## src/rtl/ps2_key_event_ctrl_pkg.sv

```systemverilog
// Shared types and constants for the PS/2 key event controller.
package ps2_pkg;

  // Prefix state machine: which prefixes are pending for the next code byte.
  typedef enum logic [1:0] {
    ST_IDLE    = 2'd0,
    ST_EXT     = 2'd1,
    ST_BRK     = 2'd2,
    ST_EXT_BRK = 2'd3
  } ps2_state_e;

  // Scan-code prefixes.
  localparam logic [7:0] PS2_EXT    = 8'hE0;
  localparam logic [7:0] PS2_BRK    = 8'hF0;

  // Keyboard replies to host commands; these never form key events.
  localparam logic [7:0] PS2_BAT    = 8'hAA;
  localparam logic [7:0] PS2_ACK    = 8'hFA;
  localparam logic [7:0] PS2_RESEND = 8'hFE;
  localparam logic [7:0] PS2_ECHO   = 8'hEE;

  // One queued key event.
  typedef struct packed {
    logic       ext;
    logic       brk;
    logic [7:0] code;
  } ps2_evt_t;

  // True for bytes the keyboard sends as command responses.
  function automatic logic is_device_response(input logic [7:0] b);
    return (b == PS2_BAT) || (b == PS2_ACK) || (b == PS2_RESEND) || (b == PS2_ECHO);
  endfunction

endpackage

```

## src/rtl/ps2_key_event_ctrl_if.sv

```systemverilog
// Signal bundle between the PS/2 receiver/consumer side and the controller.
// Handshake: an event transfers on every clock edge where evt_valid and
// evt_ready are both high; evt_valid never depends on evt_ready, and the
// head event data holds steady while evt_valid=1 and evt_ready=0.
interface ps2_key_event_ctrl_if;
  import ps2_pkg::*;

  logic [7:0] byte_data;
  logic       byte_valid;
  logic       byte_err;
  logic       frame_active;
  logic       rx_flush;
  logic       evt_valid;
  logic       evt_ready;
  logic [7:0] evt_code;
  logic       evt_ext;
  logic       evt_break;
  logic       overflow;
  logic       clr_ovf;
  logic [7:0] err_count;
  ps2_state_e fsm_state;   // debug view of the prefix FSM

  // Controller side.
  modport slave (
    input  byte_data, byte_valid, byte_err, frame_active, evt_ready, clr_ovf,
    output rx_flush, evt_valid, evt_code, evt_ext, evt_break, overflow,
           err_count, fsm_state
  );

  // Receiver/consumer side.
  modport master (
    output byte_data, byte_valid, byte_err, frame_active, evt_ready, clr_ovf,
    input  rx_flush, evt_valid, evt_code, evt_ext, evt_break, overflow,
           err_count, fsm_state
  );

endinterface

```

## src/rtl/ps2_key_event_ctrl_fifo.sv

```systemverilog
// Show-ahead synchronous FIFO with count-based full/empty flags.
// A push into a full FIFO is accepted when a pop happens in the same cycle.
module ps2_evt_fifo #(
  parameter int DEPTH = 4,
  parameter int W     = 10
) (
  input  logic         clk,
  input  logic         rst_n,
  input  logic         push_i,
  input  logic [W-1:0] push_data_i,
  input  logic         pop_i,
  output logic [W-1:0] pop_data_o,
  output logic         full_o,
  output logic         empty_o
);

  localparam int AW = (DEPTH > 1) ? $clog2(DEPTH) : 1;

  logic [W-1:0]  mem_q [DEPTH];
  logic [AW-1:0] wr_ptr_q, wr_ptr_d;
  logic [AW-1:0] rd_ptr_q, rd_ptr_d;
  logic [AW:0]   count_q, count_d;
  logic          push_ok;
  logic          pop_ok;

  assign full_o     = (count_q == (AW+1)'(DEPTH));
  assign empty_o    = (count_q == '0);
  assign pop_ok     = pop_i && !empty_o;
  assign push_ok    = push_i && (!full_o || pop_ok);
  assign pop_data_o = mem_q[rd_ptr_q];

  // Pointer and occupancy next-state; pointers wrap since DEPTH is a power of two.
  always_comb begin
    wr_ptr_d = wr_ptr_q;
    rd_ptr_d = rd_ptr_q;
    count_d  = count_q;
    if (push_ok) wr_ptr_d = wr_ptr_q + AW'(1);
    if (pop_ok)  rd_ptr_d = rd_ptr_q + AW'(1);
    case ({push_ok, pop_ok})
      2'b10:   count_d = count_q + (AW+1)'(1);
      2'b01:   count_d = count_q - (AW+1)'(1);
      default: count_d = count_q;
    endcase
  end

  // Pointer and occupancy registers.
  always_ff @(posedge clk or negedge rst_n) begin
    if (!rst_n) begin
      wr_ptr_q <= '0;
      rd_ptr_q <= '0;
      count_q  <= '0;
    end else begin
      wr_ptr_q <= wr_ptr_d;
      rd_ptr_q <= rd_ptr_d;
      count_q  <= count_d;
    end
  end

  // Storage array; contents are only meaningful behind the count.
  always_ff @(posedge clk) begin
    if (push_ok) mem_q[wr_ptr_q] <= push_data_i;
  end

endmodule

```

## src/rtl/ps2_key_event_ctrl.sv

```systemverilog
// PS/2 key event controller: prefix decoding, event queue and receiver
// supervision (watchdog, error counting, flush).
module ps2_key_event_ctrl #(
  parameter int FIFO_DEPTH     = 4,
  parameter int TIMEOUT_CYCLES = 20000
) (
  input  logic                 clk,
  input  logic                 rst_n,
  ps2_key_event_ctrl_if.slave  bus
);
  import ps2_pkg::*;

  localparam int WD_W = (TIMEOUT_CYCLES > 1) ? $clog2(TIMEOUT_CYCLES) : 1;

  ps2_state_e      state_q, state_d;
  logic            emit;
  ps2_evt_t        emit_evt;
  logic [WD_W-1:0] wd_q, wd_d;
  logic            wd_timeout;
  logic            err_event;
  logic            byte_ok;
  logic            is_resp;
  logic            is_prefix;
  logic [7:0]      err_q, err_d;
  logic            flush_q, flush_d;
  logic            ovf_q, ovf_d;
  logic            fifo_full;
  logic            fifo_empty;
  logic            pop;
  ps2_evt_t        head;

  // A timeout or receiver error in a cycle discards any byte arriving with it.
  assign wd_timeout = bus.frame_active && (wd_q == WD_W'(TIMEOUT_CYCLES - 1));
  assign err_event  = wd_timeout || bus.byte_err;
  assign byte_ok    = bus.byte_valid && !err_event;
  assign is_resp    = is_device_response(bus.byte_data);
  assign is_prefix  = (bus.byte_data == PS2_EXT) || (bus.byte_data == PS2_BRK);

  // Prefix FSM state register.
  always_ff @(posedge clk or negedge rst_n) begin
    if (!rst_n) state_q <= ST_IDLE;
    else        state_q <= state_d;
  end

  // Prefix FSM next state: errors and device responses resynchronise to IDLE.
  always_comb begin
    state_d = state_q;
    if (err_event) begin
      state_d = ST_IDLE;
    end else if (byte_ok) begin
      if (is_resp) begin
        state_d = ST_IDLE;
      end else begin
        case (state_q)
          ST_IDLE: begin
            if (bus.byte_data == PS2_EXT)      state_d = ST_EXT;
            else if (bus.byte_data == PS2_BRK) state_d = ST_BRK;
            else                               state_d = ST_IDLE;
          end
          ST_EXT: begin
            if (bus.byte_data == PS2_BRK)      state_d = ST_EXT_BRK;
            else if (bus.byte_data == PS2_EXT) state_d = ST_EXT;
            else                               state_d = ST_IDLE;
          end
          ST_BRK: begin
            if (bus.byte_data == PS2_BRK)      state_d = ST_BRK;
            else if (bus.byte_data == PS2_EXT) state_d = ST_EXT_BRK;
            else                               state_d = ST_IDLE;
          end
          ST_EXT_BRK: begin
            if (is_prefix) state_d = ST_EXT_BRK;
            else           state_d = ST_IDLE;
          end
          default: state_d = ST_IDLE;
        endcase
      end
    end
  end

  // Prefix FSM outputs: a non-prefix, non-response byte emits an event
  // tagged with the prefixes collected so far.
  always_comb begin
    emit          = byte_ok && !is_resp && !is_prefix;
    emit_evt.ext  = (state_q == ST_EXT) || (state_q == ST_EXT_BRK);
    emit_evt.brk  = (state_q == ST_BRK) || (state_q == ST_EXT_BRK);
    emit_evt.code = bus.byte_data;
  end

  // Watchdog next count: runs only while a frame is in progress.
  always_comb begin
    wd_d = '0;
    if (bus.frame_active && !wd_timeout) wd_d = wd_q + WD_W'(1);
  end

  // Supervision next state: error counter, flush pulse and sticky overflow.
  always_comb begin
    err_d   = err_q;
    flush_d = err_event;
    ovf_d   = ovf_q;
    if (err_event && (err_q != 8'hFF)) err_d = err_q + 8'd1;
    if (bus.clr_ovf)                   ovf_d = 1'b0;
    if (emit && fifo_full && !pop)     ovf_d = 1'b1;
  end

  // Supervision registers.
  always_ff @(posedge clk or negedge rst_n) begin
    if (!rst_n) begin
      wd_q    <= '0;
      err_q   <= '0;
      flush_q <= 1'b0;
      ovf_q   <= 1'b0;
    end else begin
      wd_q    <= wd_d;
      err_q   <= err_d;
      flush_q <= flush_d;
      ovf_q   <= ovf_d;
    end
  end

  assign pop = !fifo_empty && bus.evt_ready;

  ps2_evt_fifo #(
    .DEPTH (FIFO_DEPTH),
    .W     ($bits(ps2_evt_t))
  ) u_fifo (
    .clk         (clk),
    .rst_n       (rst_n),
    .push_i      (emit),
    .push_data_i (emit_evt),
    .pop_i       (pop),
    .pop_data_o  (head),
    .full_o      (fifo_full),
    .empty_o     (fifo_empty)
  );

  // Head event fields are forced to zero while the queue is empty.
  assign bus.evt_valid = !fifo_empty;
  assign bus.evt_code  = fifo_empty ? 8'h00 : head.code;
  assign bus.evt_ext   = !fifo_empty && head.ext;
  assign bus.evt_break = !fifo_empty && head.brk;
  assign bus.rx_flush  = flush_q;
  assign bus.overflow  = ovf_q;
  assign bus.err_count = err_q;
  assign bus.fsm_state = state_q;

endmodule

```

## src/flat_wrapper.sv

```systemverilog
// flat-port wrapper written by rule: the top's interface ports become plain ports
module ps2_key_event_ctrl_flat import ps2_pkg::*;
#(
  parameter int FIFO_DEPTH     = 4,
  parameter int TIMEOUT_CYCLES = 20000
)
  (clk, rst_n, bus_byte_data, bus_byte_valid, bus_byte_err, bus_frame_active, bus_evt_ready, bus_clr_ovf, bus_rx_flush, bus_evt_valid, bus_evt_code, bus_evt_ext, bus_evt_break, bus_overflow, bus_err_count, bus_fsm_state);
  ps2_key_event_ctrl_if bus_i ();
  input  logic clk;
  input  logic rst_n;
  input wire logic [$bits(bus_i.byte_data)-1:0] bus_byte_data;
  input wire logic [$bits(bus_i.byte_valid)-1:0] bus_byte_valid;
  input wire logic [$bits(bus_i.byte_err)-1:0] bus_byte_err;
  input wire logic [$bits(bus_i.frame_active)-1:0] bus_frame_active;
  input wire logic [$bits(bus_i.evt_ready)-1:0] bus_evt_ready;
  input wire logic [$bits(bus_i.clr_ovf)-1:0] bus_clr_ovf;
  output wire logic [$bits(bus_i.rx_flush)-1:0] bus_rx_flush;
  output wire logic [$bits(bus_i.evt_valid)-1:0] bus_evt_valid;
  output wire logic [$bits(bus_i.evt_code)-1:0] bus_evt_code;
  output wire logic [$bits(bus_i.evt_ext)-1:0] bus_evt_ext;
  output wire logic [$bits(bus_i.evt_break)-1:0] bus_evt_break;
  output wire logic [$bits(bus_i.overflow)-1:0] bus_overflow;
  output wire logic [$bits(bus_i.err_count)-1:0] bus_err_count;
  output wire logic [$bits(bus_i.fsm_state)-1:0] bus_fsm_state;
  assign bus_i.byte_data = bus_byte_data;
  assign bus_i.byte_valid = bus_byte_valid;
  assign bus_i.byte_err = bus_byte_err;
  assign bus_i.frame_active = bus_frame_active;
  assign bus_i.evt_ready = bus_evt_ready;
  assign bus_i.clr_ovf = bus_clr_ovf;
  assign bus_rx_flush = bus_i.rx_flush;
  assign bus_evt_valid = bus_i.evt_valid;
  assign bus_evt_code = bus_i.evt_code;
  assign bus_evt_ext = bus_i.evt_ext;
  assign bus_evt_break = bus_i.evt_break;
  assign bus_overflow = bus_i.overflow;
  assign bus_err_count = bus_i.err_count;
  assign bus_fsm_state = bus_i.fsm_state;
  ps2_key_event_ctrl #(.FIFO_DEPTH(FIFO_DEPTH), .TIMEOUT_CYCLES(TIMEOUT_CYCLES)) u_core (.clk(clk), .rst_n(rst_n), .bus(bus_i));
endmodule
```

## config.mk

```make
export PLATFORM = sky130hd
export DESIGN_NAME = ps2_key_event_ctrl_flat
export DESIGN_NICKNAME = d
export VERILOG_FILES = /design/src/rtl/ps2_key_event_ctrl_pkg.sv /design/src/rtl/ps2_key_event_ctrl_if.sv /design/src/rtl/ps2_key_event_ctrl_fifo.sv /design/src/rtl/ps2_key_event_ctrl.sv /design/src/flat_wrapper.sv
export SDC_FILE = /design/constraint.sdc
export NUM_CORES = 1
export LEC_CHECK = 0
export ABC_CLOCK_PERIOD_IN_PS = 3300
export CORE_MARGIN = 1.5
export CORE_UTILIZATION = 56
export DETAILED_ROUTE_END_ITERATION = 12
export PLACE_DENSITY = 0.85
export SLEW_MARGIN = 25
export SYNTH_ARGS = -nofsm -noshare
export SYNTH_HDL_FRONTEND = slang
export SYNTH_SLANG_ARGS = --single-unit
```

## constraint.sdc

```tcl
create_clock -name clk -period 3.3 [get_ports clk]
set_input_delay 0.99 -clock clk [delete_from_list [all_inputs] [get_ports clk]]
set_output_delay 0.99 -clock clk [all_outputs]
set_load 0.05 [all_outputs]
```

==> results.json <==
{
  "run_status": "finished, final reports clean",
  "n_antenna_cell": 0,
  "hold_path_class": "flip-flop to flip-flop",
  "cts_tree": "built",
  "synthArstFlopShare_pct": 45.9,
  "slew_headroom_pct": 62.2,
  "worst_pin_slew_ps": 567,
  "crit_fanout": 7,
  "netlist_area_mm2": 0.00337,
  "yosysUniqueCellTypes": 48,
  "overflow": 0,
  "yosysWarningCount": 0,
  "layout-drive-gt1-share_pct": 18.8,
  "nFillCells": 417,
  "drt_iter0_drc": 133,
  "p_per_area_mw_per_mm2": 863,
  "htree_levels": 3,
  "crit_chain": "clkdlybuf4s50_1 -> nor4bb_1 -> o2111ai_1 -> and3_1 -> nor2_1 -> fa_1 -> inv_1 -> a311o_1 -> a221oi_2",
  "rows": 28,
  "ios": 38,
  "final_area_mm2": 0.00409,
  "drc": 0,
  "critPathSlowestCell": "clkdlybuf4s50_1",
  "regArea_mm2": 0.00205,
  "worst-setup-path-type": "primary input to flip-flop",
  "grt_pass1_vias": 2215,
  "synth-main-ff-cell": "edfxtp_1",
  "hold_viol": 0,
  "synth_mux_area_share_pct": 7.32,
  "post-place-ws_ps": -28.8,
  "areaGrowthSynthToFinish_pct": 21.4,
  "cts.sinks": 74,
  "avgSynthCellArea_um2": 13.8,
  "ctsResizeCount": 0,
  "post-route-util_pct": 69.9,
  "grt_start_max_net_pins": 35,
  "layout.nets": 320,
  "ys_seq_area_share_pct": 60.9,
  "period_share_pct": 92.5,
  "die-area_mm2": 0.00649,
  "synth_edf_count": 40,
  "via_per_inst": 5.64,
  "core_mm2": 0.00585,
  "post-cts-setup-buffers": 0,
  "start_util_pct": 57.6,
  "leakagePower_uw": 0.00160,
  "peakVddDrop_v": 0.000799,
  "yosys_register_bits": 74,
  "wirelength_um": 6650,
  "num_vias": 2133,
  "cts_hold_buf": 0,
  "cts_inserted_buffers": 9,
  "antenna_found_initial": 0,
  "netlist_instances": 245,
  "multi_input_area_mm2": 0.00124,
  "port-buffer-count": 37,
  "die_h_um": 80.6,
  "critical_path_arrival_ps": 3300,
  "wl_per_cell_um": 17.6,
  "die_w_um": 80.6,
  "finalSetupTns_ps": 0,
  "synth_fa_ha_area_share_pct": 2.82,
  "fmax_mhz": 328,
  "grt_pass1_wl_um": 10800,
  "fin_worst_skew_ps": 7.31,
  "antenna_left": 0,
  "syn_nets": 267,
  "report.power.total_uw": 3530,
  "place_area_mm2": 0.00387,
  "drv_slew": 0,
  "worst_setup_path_start_kind": "primary input",
  "layout_commonest_cell": "edfxtp_1",
  "clock_latency_ps": 340,
  "final-setup-viol-count": 0,
  "rsz0062_at_grt": "no",
  "cts_root_buf": "clkbuf_8",
  "synthSimpleGateAreaFrac_pct": 15.0,
  "maxCapViolations": 0,
  "clk_pin_slew_ps": 70,
  "cp_slowest_stage_delay_ps": 530,
  "routabilityCongestion": 0.762,
  "dr.pass1.iters": 4,
  "fin_crit_ps": 3050,
  "cp-end-kind": "flip-flop",
  "place_hpwl_um": 4520,
  "cts_buffer_depth": 2,
  "synth_top_family_by_area": "simple AND/OR/NAND/NOR gates",
  "synthXorXnorAreaFrac_pct": 5.72,
  "setup_ws_ps": 249,
  "final_cell_mix": "edfxtp_1, dfrtp_1, clkdlybuf4s50_1",
  "synth_compound_area_share_pct": 5.79,
  "cp.required_ps": 3550,
  "gr-usage-all-layers_pct": 23.0
}
[synth_stat cells, types with 2 or more instances]
library cell | count | share of area (%)
a21oi_1 | 5 | 0.74
a31oi_1 | 2 | 0.37
and2_1 | 13 | 2.4
and3_1 | 10 | 1.9
and4_1 | 3 | 0.78
buf_2 | 2 | 0.30
clkbuf_1 | 6 | 0.67
dfrtp_1 | 34 | 25
edfxtp_1 | 40 | 36
ha_1 | 6 | 2.2
inv_1 | 10 | 1.1
mux4_2 | 10 | 6.7
nand2_1 | 11 | 1.2
nand2b_1 | 2 | 0.37
nand3_1 | 12 | 1.8
nand3b_1 | 2 | 0.45
nand4_1 | 4 | 0.74
nor2_1 | 20 | 2.2
nor2b_1 | 2 | 0.37
o211ai_1 | 2 | 0.45
o21a_1 | 2 | 0.45
xnor2_1 | 11 | 2.9
xor2_1 | 11 | 2.9
[logic make-up (layout without fill, tap and decap cells)]
logic type      after synthesis  in the layout
buf+inv                      19             77
fa+ha+maj                     7              7
simple gates                 89             89
mux                          12             12
xor+xnor                     22             22
flops                        74             74
compound gates               22             22
[sequential cells by signal (all words and copies together) (netlist names)]
register                count
u_core.u_fifo.mem_q        40
u_core.wd_q                15
u_core.bus.overflow         1
u_core.u_fifo.wr_ptr_q      2
u_core.bus.fsm_state        2
u_core.u_fifo.rd_ptr_q      2
u_core.bus.rx_flush         1
u_core.u_fifo.count_q       3
u_core.bus.err_count        8
[report_power, final]
| group | leakage [µW] | total, µW | switching, µW | internal (µW) |
|---|---|---|---|---|
| Sequential | 0.000806 | 1280 | 154 | 1130 |
| Combinational | 0.000684 | 1490 | 913 | 574 |
| Clock | 0.000109 | 763 | 319 | 444 |
| Total | 0.00160 | 3530 | 1380 | 2140 |
[stage by stage]
step	cells	hold WS (ps)
2_1_floorplan	245	469
3_3_place_gp	362	489
3_5_place_dp	362	494
4_1_cts	378	508
5_1_grt	378	547
6_report	378	505
[cell type report]
cell class / instances / share of cell area (%)
sequential: 74 / 50.2
timing repair buffer: 51 / 11.0
inverter: 10 / 0.918
multi-input combinational: 152 / 30.2
clock buffer: 11 / 3.46
tap: 75 / 2.29
clock inverter: 5 / 1.90
[final timing paths]
path	from	slack [ps]	endpoint	cells after the start
min in group asynchronous	rst_n	1050	u_core.u_fifo.wr_ptr_q[0]	2
worst min-delay path	u_core.bus.err_count[5]	510	u_core.bus.err_count[5]	1
worst max-delay path	bus_byte_data[1]	250	u_core.u_fifo.count_q[1]	9
worst min register to register	u_core.bus.err_count[5]	510	u_core.bus.err_count[5]	1
worst max register to register	u_core.u_fifo.count_q[0]	780	u_core.u_fifo.count_q[1]	9
max in group asynchronous	rst_n	1950	u_core.bus.err_count[2]	2
[worst max-delay path, delay by kind of cell]
| kind | cells | cell delay, ps |
|---|---|---|
| buffers and inverters | 2 | 590 |
| AOI/OAI and AO/OA | 3 | 760 |
| adders and majority gates | 1 | 480 |
| and+or+nand+nor | 3 | 470 |
[per-layer routing]
metal	up-vias	track usage [%]	part of all wire, %
met5	-	0	0
met4	0	10.2	1.8
met3	13	3.64	3.4
met2	43	41.1	54
met1	1079	27.1	41
li1	998	-	-
Note: power is estimated with default switching activity, not from simulation.
